$ cat config.mk
export PLATFORM = sky130hd
export DESIGN_NAME = jesd_sysref_lmfc_flat
export DESIGN_NICKNAME = d
export VERILOG_FILES = /design/src/rtl/jesd_sysref_lmfc_pkg.sv /design/src/rtl/jesd_sysref_lmfc_if.sv /design/src/rtl/jesd_sysref_lmfc_sync.sv /design/src/rtl/jesd_sysref_lmfc.sv /design/src/flat_wrapper.sv
export SDC_FILE = /design/constraint.sdc
export NUM_CORES = 1
export LEC_CHECK = 0
export BUFFER_PORTS_ARGS = -buffer_cell sky130_fd_sc_hd__buf_4
export CORE_MARGIN = 2
export CORE_UTILIZATION = 45
export DETAILED_ROUTE_END_ITERATION = 10
export PLACE_DENSITY = 0.67
export SLEW_MARGIN = 20
export SYNTH_ARGS = -nofsm -noshare
export SYNTH_HDL_FRONTEND = slang
export SYNTH_SLANG_ARGS = --single-unit
export TNS_END_PERCENT = 20
$ cat constraint.sdc
create_clock -name coreclk -period 2.4 [get_ports coreclk]
set_clock_uncertainty 0.05 [all_clocks]
set_input_delay 0.36 -clock coreclk [delete_from_list [all_inputs] [get_ports coreclk]]
set_output_delay 0.36 -clock coreclk [all_outputs]
set_load 0.1 [all_outputs]
$ cat src/rtl/jesd_sysref_lmfc_pkg.sv
// -----------------------------------------------------------------------------
// jesd_sysref_lmfc_pkg
//   Shared types and helpers for the JESD204B LMFC timebase / SYSREF aligner.
//   - sysref_mode_t : SYSREF handling mode presented on the control interface
//   - lmfc_fsm_t    : capture state machine states
//   - lmfc_period() : LMFC period in coreclk cycles for a given F, K and
//                     octets-per-lane-per-clock
// -----------------------------------------------------------------------------
package jesd_sysref_lmfc_pkg;

  // Encoding of the sysref_mode control. RESERVED behaves exactly like IGNORE.
  typedef enum logic [1:0] {
    MODE_ONESHOT    = 2'd0,
    MODE_CONTINUOUS = 2'd1,
    MODE_IGNORE     = 2'd2,
    MODE_RESERVED   = 2'd3
  } sysref_mode_t;

  // Capture FSM: free-running, waiting for a usable SYSREF edge, aligned.
  typedef enum logic [1:0] {
    IDLE   = 2'd0,
    ARMED  = 2'd1,
    LOCKED = 2'd2
  } lmfc_fsm_t;

  // Width of the saturating SYSREF edge counter.
  localparam int EDGE_CNT_W = 8;

  // Width of the skip count control.
  localparam int SKIP_W = 4;

  // Multiframe length in coreclk cycles: F*K octets per multiframe per lane,
  // delivered bpc octets at a time. Callers guard against a non-integer ratio.
  function automatic int lmfc_period(input int f, input int k, input int bpc);
    return (bpc > 0) ? (f * k) / bpc : 0;
  endfunction

endpackage : jesd_sysref_lmfc_pkg

$ cat src/rtl/jesd_sysref_lmfc_if.sv
// -----------------------------------------------------------------------------
// jesd_sysref_lmfc_if
//   Control/status bundle of the LMFC timebase block.
//   Parameter CW must equal the block's derived counter width $clog2(P).
//
//   Signals (direction seen from the block, i.e. the slave modport):
//     sysref            in   raw SYSREF from the pad, asynchronous
//     sysref_mode       in   one-shot / continuous / ignore (reserved = ignore)
//     sysref_skip       in   accepted edges discarded after arm
//     arm               in   single-cycle pulse, (re)arms capture
//     clear             in   clears sysref_misaligned
//     lmfc_cnt          out  position within the multiframe, 0..P-1
//     lmfc_pulse        out  high in every cycle where lmfc_cnt == 0
//     sysref_captured   out  high while the capture FSM is LOCKED
//     sysref_misaligned out  sticky: a checked edge disagreed with the timebase
//     sysref_edge_cnt   out  saturating count of detected SYSREF rising edges
//
//   master: the controlling side (link layer / test environment)
//   slave : the jesd_sysref_lmfc block
// -----------------------------------------------------------------------------
interface jesd_sysref_lmfc_if
  import jesd_sysref_lmfc_pkg::*;
#(
  parameter int CW = 3
) ();

  logic                  sysref;
  sysref_mode_t          sysref_mode;
  logic [SKIP_W-1:0]     sysref_skip;
  logic                  arm;
  logic                  clear;

  logic [CW-1:0]         lmfc_cnt;
  logic                  lmfc_pulse;
  logic                  sysref_captured;
  logic                  sysref_misaligned;
  logic [EDGE_CNT_W-1:0] sysref_edge_cnt;

  modport master (
    output sysref, sysref_mode, sysref_skip, arm, clear,
    input  lmfc_cnt, lmfc_pulse, sysref_captured, sysref_misaligned,
           sysref_edge_cnt
  );

  modport slave (
    input  sysref, sysref_mode, sysref_skip, arm, clear,
    output lmfc_cnt, lmfc_pulse, sysref_captured, sysref_misaligned,
           sysref_edge_cnt
  );

endinterface : jesd_sysref_lmfc_if

$ cat src/rtl/jesd_sysref_lmfc_sync.sv
// -----------------------------------------------------------------------------
// jesd_sysref_lmfc_sync
//   Brings the asynchronous SYSREF pad signal into the coreclk domain through
//   STAGES flops and produces a registered single-cycle rising-edge strobe.
//
//   A sysref sampled high at clock edge N gives sysref_edge high in the cycle
//   after edge N+STAGES.
//
//   Ports:
//     coreclk      in   block clock
//     rst          in   asynchronous reset, active-high
//     sysref       in   raw SYSREF, asynchronous
//     sysref_edge  out  one-cycle strobe per SYSREF rising edge (registered)
// -----------------------------------------------------------------------------
module jesd_sysref_lmfc_sync #(
  parameter int STAGES = 2
) (
  input  logic coreclk,
  input  logic rst,
  input  logic sysref,
  output logic sysref_edge
);

  if (STAGES < 2) begin : g_bad_stages
    $error("jesd_sysref_lmfc_sync: STAGES must be at least 2");
  end

  logic [STAGES-1:0] sync_q;
  logic              prev_q;

  // The synchroniser clears on reset as well, so a SYSREF that is already
  // high when reset releases is seen as a fresh rising edge.
  always_ff @(posedge coreclk or posedge rst) begin
    if (rst) begin
      sync_q      <= '0;
      prev_q      <= 1'b0;
      sysref_edge <= 1'b0;
    end else begin
      // NOTE: non-blocking assignments make every flop sample the pre-edge
      // value of its neighbour, which is what turns this into a shift chain.
      sync_q      <= {sync_q[STAGES-2:0], sysref};
      prev_q      <= sync_q[STAGES-1];
      sysref_edge <= sync_q[STAGES-1] & ~prev_q;
    end
  end

endmodule : jesd_sysref_lmfc_sync

$ cat src/rtl/jesd_sysref_lmfc.sv
// -----------------------------------------------------------------------------
// jesd_sysref_lmfc
//   LMFC (multiframe) timebase for a JESD204B link in the coreclk domain,
//   aligned to SYSREF. Feeds the TX/RX cores and deterministic-latency logic.
//
//   Parameters:
//     BYTES_PER_CLK  octets per lane per coreclk cycle
//     F              octets per frame
//     K              frames per multiframe
//     SYSREF_STAGES  synchroniser depth on sysref (>= 2)
//     SYSREF_DELAY   lmfc_cnt value loaded on alignment (0..P-1)
//   Derived: P = F*K/BYTES_PER_CLK cycles per multiframe, CW = $clog2(P).
//
//   Ports:
//     coreclk  in     single clock for the whole block
//     rst      in     asynchronous reset, active-high
//     bus      slave  control/status bundle (see jesd_sysref_lmfc_if);
//                     the interface CW parameter must equal $clog2(P)
//
//   Behaviour summary:
//     - lmfc_cnt free-runs 0..P-1 and is loaded with SYSREF_DELAY on align.
//     - IDLE: free-run; arm -> ARMED (unless mode is ignore).
//     - ARMED: the first sysref_skip edges are discarded, the next aligns and
//       moves to LOCKED.
//     - LOCKED: every edge is checked against the timebase; continuous mode
//       also realigns on each edge, one-shot never does. arm -> ARMED.
//     - Ignore/reserved mode forces IDLE; edges are still counted.
//     - arm has priority over a coincident edge for alignment and skipping.
// -----------------------------------------------------------------------------
module jesd_sysref_lmfc
  import jesd_sysref_lmfc_pkg::*;
#(
  parameter int BYTES_PER_CLK = 4,
  parameter int F             = 1,
  parameter int K             = 32,
  parameter int SYSREF_STAGES = 2,
  parameter int SYSREF_DELAY  = 0
) (
  input logic                coreclk,
  input logic                rst,
  jesd_sysref_lmfc_if.slave  bus
);

  localparam int P  = lmfc_period(F, K, BYTES_PER_CLK);
  localparam int CW = (P < 2) ? 1 : $clog2(P);

  localparam logic [CW-1:0] CNT_LAST  = CW'(P - 1);
  localparam logic [CW-1:0] CNT_ALIGN = CW'(SYSREF_DELAY);
  localparam logic [EDGE_CNT_W-1:0] EDGE_CNT_MAX = '1;

  // ---------------------------------------------------------------------------
  // Parameter sanity
  // ---------------------------------------------------------------------------
  if (BYTES_PER_CLK < 1 || ((F * K) % BYTES_PER_CLK) != 0) begin : g_bad_ratio
    $error("jesd_sysref_lmfc: F*K must be a multiple of BYTES_PER_CLK");
  end
  if (P < 2) begin : g_bad_period
    $error("jesd_sysref_lmfc: LMFC period must be at least 2 cycles");
  end
  if (SYSREF_DELAY < 0 || SYSREF_DELAY >= P) begin : g_bad_delay
    $error("jesd_sysref_lmfc: SYSREF_DELAY must lie in 0..P-1");
  end

  // ---------------------------------------------------------------------------
  // SYSREF synchroniser and edge detect
  // ---------------------------------------------------------------------------
  logic sysref_edge;

  jesd_sysref_lmfc_sync #(
    .STAGES (SYSREF_STAGES)
  ) u_sync (
    .coreclk     (coreclk),
    .rst         (rst),
    .sysref      (bus.sysref),
    .sysref_edge (sysref_edge)
  );

  // ---------------------------------------------------------------------------
  // State
  // ---------------------------------------------------------------------------
  lmfc_fsm_t             state;
  logic [SKIP_W-1:0]     skip_cnt;
  logic [CW-1:0]         cnt_q;
  logic                  pulse_q;
  logic                  captured_q;
  logic                  misaligned_q;
  logic [EDGE_CNT_W-1:0] edge_cnt_q;

  logic ignore_mode;
  assign ignore_mode = (bus.sysref_mode == MODE_IGNORE) ||
                       (bus.sysref_mode == MODE_RESERVED);

  // ---------------------------------------------------------------------------
  // Next-count, alignment and check decisions
  // ---------------------------------------------------------------------------
  logic [CW-1:0] cnt_free;      // where the counter goes if left alone
  logic [CW-1:0] cnt_next;
  logic          align;
  logic          misalign_set;

  always_comb begin
    // NOTE: every output of this block gets a value before any branch, so no
    // path can leave one unassigned and infer a latch.
    cnt_free     = (cnt_q == CNT_LAST) ? '0 : cnt_q + 1'b1;
    align        = 1'b0;
    misalign_set = 1'b0;

    // The check uses the pre-realign position: an edge is in phase when the
    // free-running counter would land on SYSREF_DELAY this very cycle.
    if (state == LOCKED && sysref_edge) begin
      misalign_set = (cnt_free != CNT_ALIGN);
    end

    // arm and ignore both pre-empt an alignment in the same cycle.
    if (sysref_edge && !ignore_mode && !bus.arm) begin
      unique case (state)
        ARMED:   align = (skip_cnt >= bus.sysref_skip);
        LOCKED:  align = (bus.sysref_mode == MODE_CONTINUOUS);
        default: align = 1'b0;
      endcase
    end

    cnt_next = align ? CNT_ALIGN : cnt_free;
  end

  // ---------------------------------------------------------------------------
  // Capture FSM with registered captured flag
  // ---------------------------------------------------------------------------
  always_ff @(posedge coreclk or posedge rst) begin
    if (rst) begin
      state      <= IDLE;
      skip_cnt   <= '0;
      captured_q <= 1'b0;
    end else if (ignore_mode) begin
      state      <= IDLE;
      captured_q <= 1'b0;
    end else if (bus.arm) begin
      // Re-arming from any state restarts the skip count.
      state      <= ARMED;
      skip_cnt   <= '0;
      captured_q <= 1'b0;
    end else if (state == ARMED && sysref_edge) begin
      if (skip_cnt < bus.sysref_skip) begin
        skip_cnt <= skip_cnt + 1'b1;
      end else begin
        state      <= LOCKED;
        captured_q <= 1'b1;
      end
    end
  end

  // ---------------------------------------------------------------------------
  // LMFC counter and status registers
  // ---------------------------------------------------------------------------
  always_ff @(posedge coreclk or posedge rst) begin
    if (rst) begin
      cnt_q        <= '0;
      pulse_q      <= 1'b0;
      misaligned_q <= 1'b0;
      edge_cnt_q   <= '0;
    end else begin
      cnt_q   <= cnt_next;
      // Derived from cnt_next so the pulse lines up with lmfc_cnt == 0.
      pulse_q <= (cnt_next == '0);

      // A new misalignment outranks a clear in the same cycle.
      if (misalign_set) begin
        misaligned_q <= 1'b1;
      end else if (bus.clear) begin
        misaligned_q <= 1'b0;
      end

      if (sysref_edge && edge_cnt_q != EDGE_CNT_MAX) begin
        edge_cnt_q <= edge_cnt_q + 1'b1;
      end
    end
  end

  assign bus.lmfc_cnt          = cnt_q;
  assign bus.lmfc_pulse        = pulse_q;
  assign bus.sysref_captured   = captured_q;
  assign bus.sysref_misaligned = misaligned_q;
  assign bus.sysref_edge_cnt   = edge_cnt_q;

endmodule : jesd_sysref_lmfc
$ cat src/flat_wrapper.sv
// flat-port wrapper written by rule: the top's interface ports become plain ports
module jesd_sysref_lmfc_flat import jesd_sysref_lmfc_pkg::*;
#(
  parameter int BYTES_PER_CLK = 4,
  parameter int F             = 1,
  parameter int K             = 32,
  parameter int SYSREF_STAGES = 2,
  parameter int SYSREF_DELAY  = 0
)
  (coreclk, rst, bus_sysref, bus_sysref_mode, bus_sysref_skip, bus_arm, bus_clear, bus_lmfc_cnt, bus_lmfc_pulse, bus_sysref_captured, bus_sysref_misaligned, bus_sysref_edge_cnt);
  jesd_sysref_lmfc_if bus_i ();
  input logic coreclk;
  input logic rst;
  input wire logic [$bits(bus_i.sysref)-1:0] bus_sysref;
  input wire logic [$bits(bus_i.sysref_mode)-1:0] bus_sysref_mode;
  input wire logic [$bits(bus_i.sysref_skip)-1:0] bus_sysref_skip;
  input wire logic [$bits(bus_i.arm)-1:0] bus_arm;
  input wire logic [$bits(bus_i.clear)-1:0] bus_clear;
  output wire logic [$bits(bus_i.lmfc_cnt)-1:0] bus_lmfc_cnt;
  output wire logic [$bits(bus_i.lmfc_pulse)-1:0] bus_lmfc_pulse;
  output wire logic [$bits(bus_i.sysref_captured)-1:0] bus_sysref_captured;
  output wire logic [$bits(bus_i.sysref_misaligned)-1:0] bus_sysref_misaligned;
  output wire logic [$bits(bus_i.sysref_edge_cnt)-1:0] bus_sysref_edge_cnt;
  assign bus_i.sysref = bus_sysref;
  assign bus_i.sysref_mode = bus_sysref_mode;
  assign bus_i.sysref_skip = bus_sysref_skip;
  assign bus_i.arm = bus_arm;
  assign bus_i.clear = bus_clear;
  assign bus_lmfc_cnt = bus_i.lmfc_cnt;
  assign bus_lmfc_pulse = bus_i.lmfc_pulse;
  assign bus_sysref_captured = bus_i.sysref_captured;
  assign bus_sysref_misaligned = bus_i.sysref_misaligned;
  assign bus_sysref_edge_cnt = bus_i.sysref_edge_cnt;
  jesd_sysref_lmfc #(.BYTES_PER_CLK(BYTES_PER_CLK), .F(F), .K(K), .SYSREF_STAGES(SYSREF_STAGES), .SYSREF_DELAY(SYSREF_DELAY)) u_core (.coreclk(coreclk), .rst(rst), .bus(bus_i));
endmodule
==> results of run 1 <==
worst reg2reg max path: stages, from the launching register on:
cell	delay [ns]
dfrtp_1	0.45
ha_1	0.30
nor2b_4	0.14
o31ai_4	0.41
a21oi_2	0.11
or3b_1	0.36
per-layer routing:
layer / global-route usage (%) / up-vias / part of all wire (%)
li1: - / 508 / -
met1: 20.7 / 470 / 49
met2: 24.2 / 20 / 46
met3: 2.23 / 2 / 4.3
met4: 4.98 / 0 / 0.70
met5: 0 / - / 0
logic make-up after synthesis:
kind of cell | share of synthesized area (%)
mux | 2.48
fa+ha+maj | 9.53
xor+xnor | 2.00
compound gates | 11.8
flops | 43.9
buf+inv | 6.10
simple gates | 24.2
placed cells by master, fill, tap and decap left out, drive strengths merged, types with 2 or more instances in the layout:
cell,netlist,layout
inv,12,12
dfrtp,23,23
xnor2,3,3
nor2,9,9
nor4b,2,2
a21oi,7,7
o21ai,2,2
mux2,2,2
buf,3,24
nand3,8,8
nand2b,3,3
o31ai,3,3
a211o,2,2
nor2b,2,2
nand4,4,4
clkbuf,1,3
nor3,4,4
ha,10,10
and3,4,4
nand2,12,12
through the flow:
| stage | worst slack (ns) | cell area (um2) | cells |
|---|---|---|---|
| 2_1_floorplan | 0.262 | 1310 | 129 |
| 3_3_place_gp | 0.501 | 1500 | 180 |
| 4_1_cts | 0.486 | 1520 | 184 |
| 6_report | 0.477 | 1520 | 184 |
| 3_5_place_dp | 0.439 | 1500 | 180 |
| 5_1_grt | 0.371 | 1520 | 184 |
area by class of cell:
type	count	share of cell area, %
clock buffer	3	1.48
sequential	23	37.8
timing repair buffer	24	11.8
clock inverter	1	0.328
inverter	12	2.96
multi-input combinational	90	43.1
tap	31	2.55
state kept, by name, summed over array words and instances (netlist names):
name / count
u_core.bus.sysref_misaligned: 1
u_core.u_sync.prev_q: 1
u_core.state: 1
u_core.u_sync.sync_q: 2
u_core.u_sync.sysref_edge: 1
u_core.bus.sysref_captured: 1
u_core.bus.lmfc_pulse: 1
u_core.bus.lmfc_cnt: 3
u_core.skip_cnt: 4
u_core.bus.sysref_edge_cnt: 8
power groups by stage:
stage	clock network [mW]	logic [mW]	registers (mW)
2_1_floorplan	0	0.204	1.04
3_3_place_gp	0	0.849	0.555
3_5_place_dp	0	0.858	0.559
4_1_cts	0.185	0.859	0.549
5_1_grt	0.205	0.895	0.565
6_report	0.177	0.853	0.549
worst max path at each step:
stage / cells after the start / slack [ns] / from / end
detailed placement: 7 / 0.44 / bus_sysref_skip[1] / u_core.bus.lmfc_pulse$_DFF_PP0_
global route: 5 / 0.37 / u_core.skip_cnt[1]$_DFFE_PP0P_ / u_core.bus.lmfc_pulse$_DFF_PP0_
floorplan: 6 / 0.26 / u_core.bus.sysref_captured$_DFFE_PP0P_ / u_core.bus.lmfc_cnt[0]$_DFF_PP0_
finish: 5 / 0.48 / u_core.skip_cnt[1]$_DFFE_PP0P_ / u_core.bus.lmfc_pulse$_DFF_PP0_
CTS: 5 / 0.49 / u_core.skip_cnt[1]$_DFFE_PP0P_ / u_core.bus.lmfc_pulse$_DFF_PP0_
global placement: 7 / 0.50 / bus_sysref_skip[1] / u_core.bus.lmfc_pulse$_DFF_PP0_
==> key figures, run 1 <==
Outcome
  – Status: complete, no violations

Power
  – Net Sw Frac: between 50 and 60%
  – Clk network pwr share: approximately 11%
  – Pwr Density: 1040 nW/um2
  – Worst vdd ir: between 0.8 and 0.9 mV
  – Total Power: ~1.6 mW
  – P_sw: between 0.8 and 0.9 mW
  – Flop pwr share: between 30% and 40%
  – Total leakage power: around 0.74 nW
  – Cell Int Power: 0.734 mW
  – Logic pwr share: ~54%

Synth
  – Syn_area_per_cell: 10.2 um2
  – Most common flop cell mapped by yosys: dfrtp_1
  – Top-count cell post-synth: dfrtp_1
  – Top cell type's share of synthesized area: 43.9%
  – Syn Nets: 150
  – Top cells by area, synth: dfrtp_1 44%, ha_1 9.5%, inv_1 3.4%
  – Netlist cell types: just over 40
  – Sequential share of the synthesized area: 43.9%
  – Seq cells post-synth: 23
  – Cell taking the most area after synthesis: dfrtp_1
  – Synth Instances: ~130
  – Cell Area, Synth: 1310 um2
  – YS warnings: 0
  – EDFF count, synth: 0
  – Async S/R FF share, synth: 100%
  – Top post-synthesis cells by count: 23 x dfrtp_1, 12 x inv_1, 11 x nand2_1

Critical path
  – Crit-path slowest cell: dfrtp_1
  – Crit-path max cell delay: about 0.45 ns
  – Kind of critical path: flip-flop to flip-flop
  – CP startpoint kind: flip-flop
  – Critical Path RT: 2.55 ns
  – CP arrival: roughly 2.1 ns
  – Worst path buffer plus inverter count: 0
  – Startpoint of the worst register-to-register path: u_core.skip_cnt[1]$_DFFE_PP0P_
  – CP Max Fanout: 11
  – Critical Path, Cell by Cell: ha_1 -> nor2b_4 -> o31ai_4 -> a21oi_2 -> or3b_1
  – Worst Reg-to-Reg Cells: 5
  – FF-to-FF End: u_core.bus.lmfc_pulse$_DFF_PP0_
  – Setup crit end kind: flip-flop
  – Delay-heaviest family, CP: compound AO/OA/AOI/OAI gates
  – Worst reg-to-reg setup slack: 0.48 ns

Timing
  – Final setup fails: 0
  – Period minus WS final: slightly below 2 ns
  – Final Max Slew Viols: 0
  – Slew @ Worst Pin: around 0.84 ns
  – Worst slew margin: a little over two fifths
  – Final hold slack: 0.107 ns
  – Max Clk Rate: 520 MHz
  – Period Utilization, post-route: 80.1%
  – Endpoints failing hold: 0
  – Setup tns final: 0 ns
  – RSZ-0062 raised after global routing: false

Clock network
  – Cts hold-fix bufs: 0
  – CTS resizes: 0
  – # Post-CTS Setup Buffers: 0
  – Worst-case clock buffer depth: 2
  – Clock Tree Root: clkbuf_4
  – H-tree levels: 1
  – TritonCTS clock tree: built
  – Clock Sinks: 23
  – Worst skew pair latency: roughly 0.30 ns
  – Clock-pin slew on the worst setup and hold paths: between 0.1 and 0.15 ns
  – Clock buffer count from CTS: 3

Global routing
  – Vias in the first global route: between 900 and 1000
  – Total track usage: roughly 15%
  – Total global routing overflow: 0
  – Largest net degree at the start of global routing: 24
  – Initial antenna violation count: 0
  – First-pass GRT wire length: 3930 um

Run
  – Max_cap viols: 0

Finish
  – Ant diodes: 0
  – Share of post-route cells with drive strength above 1: approximately a quarter
  – Core Util, Final: between 50% and 60%
  – Fill cells: between 200 and 250
  – Area Growth Syn to Fin: 16.1%
  – Area of the multi-input gates: around 660 um2
  – Sequential Area: roughly 580 um2
  – Fin nets: 175

Placement
  – Detailed placer's ending HPWL: about 1800 um
  – Routability Congestion: between 0.8 and 0.9
  – Buffers on Ports: 24

Detailed routing
  – DRT antenna net count: 0
  – DRT iter0 DRCs: 24
  – # DRC: 0
  – Drt via density: 5.43
  – Via count: 1000
  – TritonRoute pass-1 iters: 4
  – WL/cell: roughly 12 um
  – DRT Wirelength: around 2300 um

Worst hold path
  – Hold path start: bus_sysref
  – Hold Crit Class: input pin to flip-flop
  – Hold path cells: 1
  – Hold Path Sink: u_core.u_sync.sync_q[0]$_DFF_PP0_

Floorplanning
  – Die Span X: roughly 58 um
  – # rows: 19
  – Core area: 2760 um2
  – Die Ht: between 50 and 60 um
  – I/O Pins: 25
  – Initial core utilization: 47.6%
  – Die ar.: roughly 3400 um2
No activity file was read; power rests on OpenSTA's default activity.
==> run 2: changes to the inputs <==
Clock period 2.4 ns to 1.9 ns, I/O delays scaled along.
==> run 2 against run 1 <==
Final cell count grew 3.3%. First-iteration DRC count increased by 46%. Hold slack worse by 0.079 ns. Clock power up 29%. Wire length is 9.0% higher. Critical path depth increased by 1. Non-clock buffer count grew 6. Global-route usage up 1.2 points. Worst setup slack worse by 0.37 ns. Highest routed layer unchanged. Count of clock-buffer cells in the layout stayed put.
==> key figures, run 2 (same netlist as run 1, synthesis figures left out) <==
Timing
  – Period Utilization, post-route: between 90 and 100%
  – Slew @ Worst Pin: approximately 0.33 ns
  – Max Clk Rate: between 500 and 600 MHz
  – Final Max Slew Viols: 0
  – RSZ-0062 raised after global routing: false
  – Endpoints failing hold: 0
  – Worst slew margin: a little under 80%
  – Period minus WS final: ~1.8 ns
  – Final setup fails: 0

Global routing
  – Met1 GRT Util: a little under a quarter
  – First-pass GRT wire length: 4200 um
  – Vias in the first global route: about 940
  – M3 GR Usage: about 2%
  – Initial antenna violation count: 0
  – Total global routing overflow: 0
  – Total track usage: 16.1%
  – Global route hottest layer: met2
  – Largest net degree at the start of global routing: 24
  – Global routing usage on met2: about a quarter

Clock network
  – Clock Tree Root: clkbuf_4
  – Worst-case clock buffer depth: 2
  – Clock buffer count from CTS: 3
  – H-tree levels: 1
  – Clock-pin slew on the worst setup and hold paths: 0.13 ns
  – Clock Sinks: 23
  – TritonCTS clock tree: built
  – Worst skew pair latency: ~0.3 ns

Finish
  – Post-route cell area: between 1500 and 2000 um2
  – Share of post-route cells with drive strength above 1: 31.4%
  – Ant diodes: 0
  – Fin nets: between 150 and 200
  – Area Growth Syn to Fin: 20.3%
  – Max reg flops: 8
  – Commonest non-fill, non-tap cell in the layout: buf_4
  – Commonest non-fill, non-tap cells in the layout: 29 x buf_4, 17 x dfrtp_1, 12 x inv_1

Detailed routing
  – TritonRoute pass-1 iters: 4
  – # DRC: 0
  – DRT antenna net count: 0
  – WL/cell: about 13 um
  – DRT iter0 DRCs: 35
  – Via count: between 1000 and 1500
  – DRT Wirelength: around 2500 um
  – Drt via density: 5.35

Placement
  – Detailed placer's ending HPWL: 1900 um
  – Routability Congestion: approximately 0.80
  – Cell Area, Placed: ~1500 um2
  – Buffers on Ports: 24

Floorplanning
  – Die Span X: a little under 60 um
  – # rows: 19
  – Core area: about 2800 um2
  – I/O Pins: 25
  – Die ar.: 3360 um2
  – Initial core utilization: between 40% and 50%
  – Die Ht: 58.0 um

Power
  – Total Power: between 2 and 2.5 mW
  – Pwr Density: about 1300 nW/um2
  – Total leakage power: between 0.7 and 0.8 nW
  – Worst vdd ir: 0.988 mV

Critical path
  – CP startpoint kind: flip-flop
  – Kind of critical path: flip-flop to flip-flop
  – CP arrival: 1.94 ns
  – Setup crit end kind: flip-flop
  – Critical Path RT: about 2 ns
  – CP Max Fanout: 3

Run
  – Max_cap viols: 0

Outcome
  – Status: complete, no violations

Worst hold path
  – Hold Crit Class: input pin to flip-flop
[run 2: changes by cell type in the layout (fill, tap and decap cells not counted)]
cell | before | now
dlygate4sd3_1 | 0 | 1
o21ai_1 | 0 | 1
buf_4 | 24 | 29
dfrtp_1 | 23 | 17
o21ai_0 | 2 | 1
dfrtp_2 | 0 | 6
[run 2: power breakdown]
part	internal (mW)	switching [mW]	leakage, nW	total, mW
registers	0.600	0.0983	0.287	0.698
logic	0.279	0.831	0.459	1.11
clock network	0.0784	0.150	0.0177	0.228
[run 2: worst max-delay path: stages (launching register included)]
cell and delay, ns:
dfrtp_1 0.40, ha_1 0.28, nor2b_4 0.14, o31ai_4 0.24, buf_4 0.17, a21oi_2 0.05, or3b_1 0.35
[run 2: cell type report]
type | instances | area, um2
clock buffer | 3 | 22.5
clock inverter | 1 | 5.00
fill | 240 | 1180
inverter | 12 | 45.0
multi-input combinational | 90 | 657
sequential | 23 | 583
tap | 31 | 38.8
timing repair buffer | 30 | 228
[run 2: routing by layer]
layer	vias to the layer above	share of wire [%]
li1	519	-
met1	480	47
met2	16	49
met3	2	2.9
met4	0	0.68
met5	-	0
[run 2: worst paths after layout]
path,startpoint,endpoint,slack [ns],depth (start not counted)
min in group asynchronous,rst,u_core.bus.sysref_captured$_DFFE_PP0P_,0.51,4
setup / recovery,u_core.skip_cnt[1]$_DFFE_PP0P_,u_core.bus.lmfc_pulse$_DFF_PP0_,0.11,6
hold reg to reg,u_core.u_sync.sync_q[0]$_DFF_PP0_,u_core.u_sync.sync_q[1]$_DFF_PP0_,0.32,0
hold / removal,bus_sysref,u_core.u_sync.sync_q[0]$_DFF_PP0_,0.03,1
setup reg to reg,u_core.skip_cnt[1]$_DFFE_PP0P_,u_core.bus.lmfc_pulse$_DFF_PP0_,0.11,6
max in group asynchronous,rst,u_core.bus.sysref_edge_cnt[2]$_DFFE_PP0P_,1.05,4
[run 2: what timing repair did]
| action | CTS | global route |
|---|---|---|
| hold buffers | 1 | 0 |
| endpoints found under the hold margin | 23 | 0 |
| setup endpoints to repair | 0 | 3 |
| buffers inserted | 0 | 2 |
| gates resized for setup | 0 | 1 |
[run 2: per-stage QoR]
step | setup slack [ns] | hold WS, ns | util [%] | instances | setup TNS [ns]
final | 0.109 | 0.0280 | 57.3 | 190 | 0
after global routing | 0.0266 | 0.0000614 | 57.3 | 190 | 0
after CTS | 0.0494 | 0.0210 | 56.7 | 188 | 0
after detailed placement | 0.0456 | 0.294 | 55.4 | 183 | 0
after global placement | 0.103 | 0.286 | 55.4 | 183 | 0
after floorplan | -0.0975 | 0.237 | - | 129 | -0.191
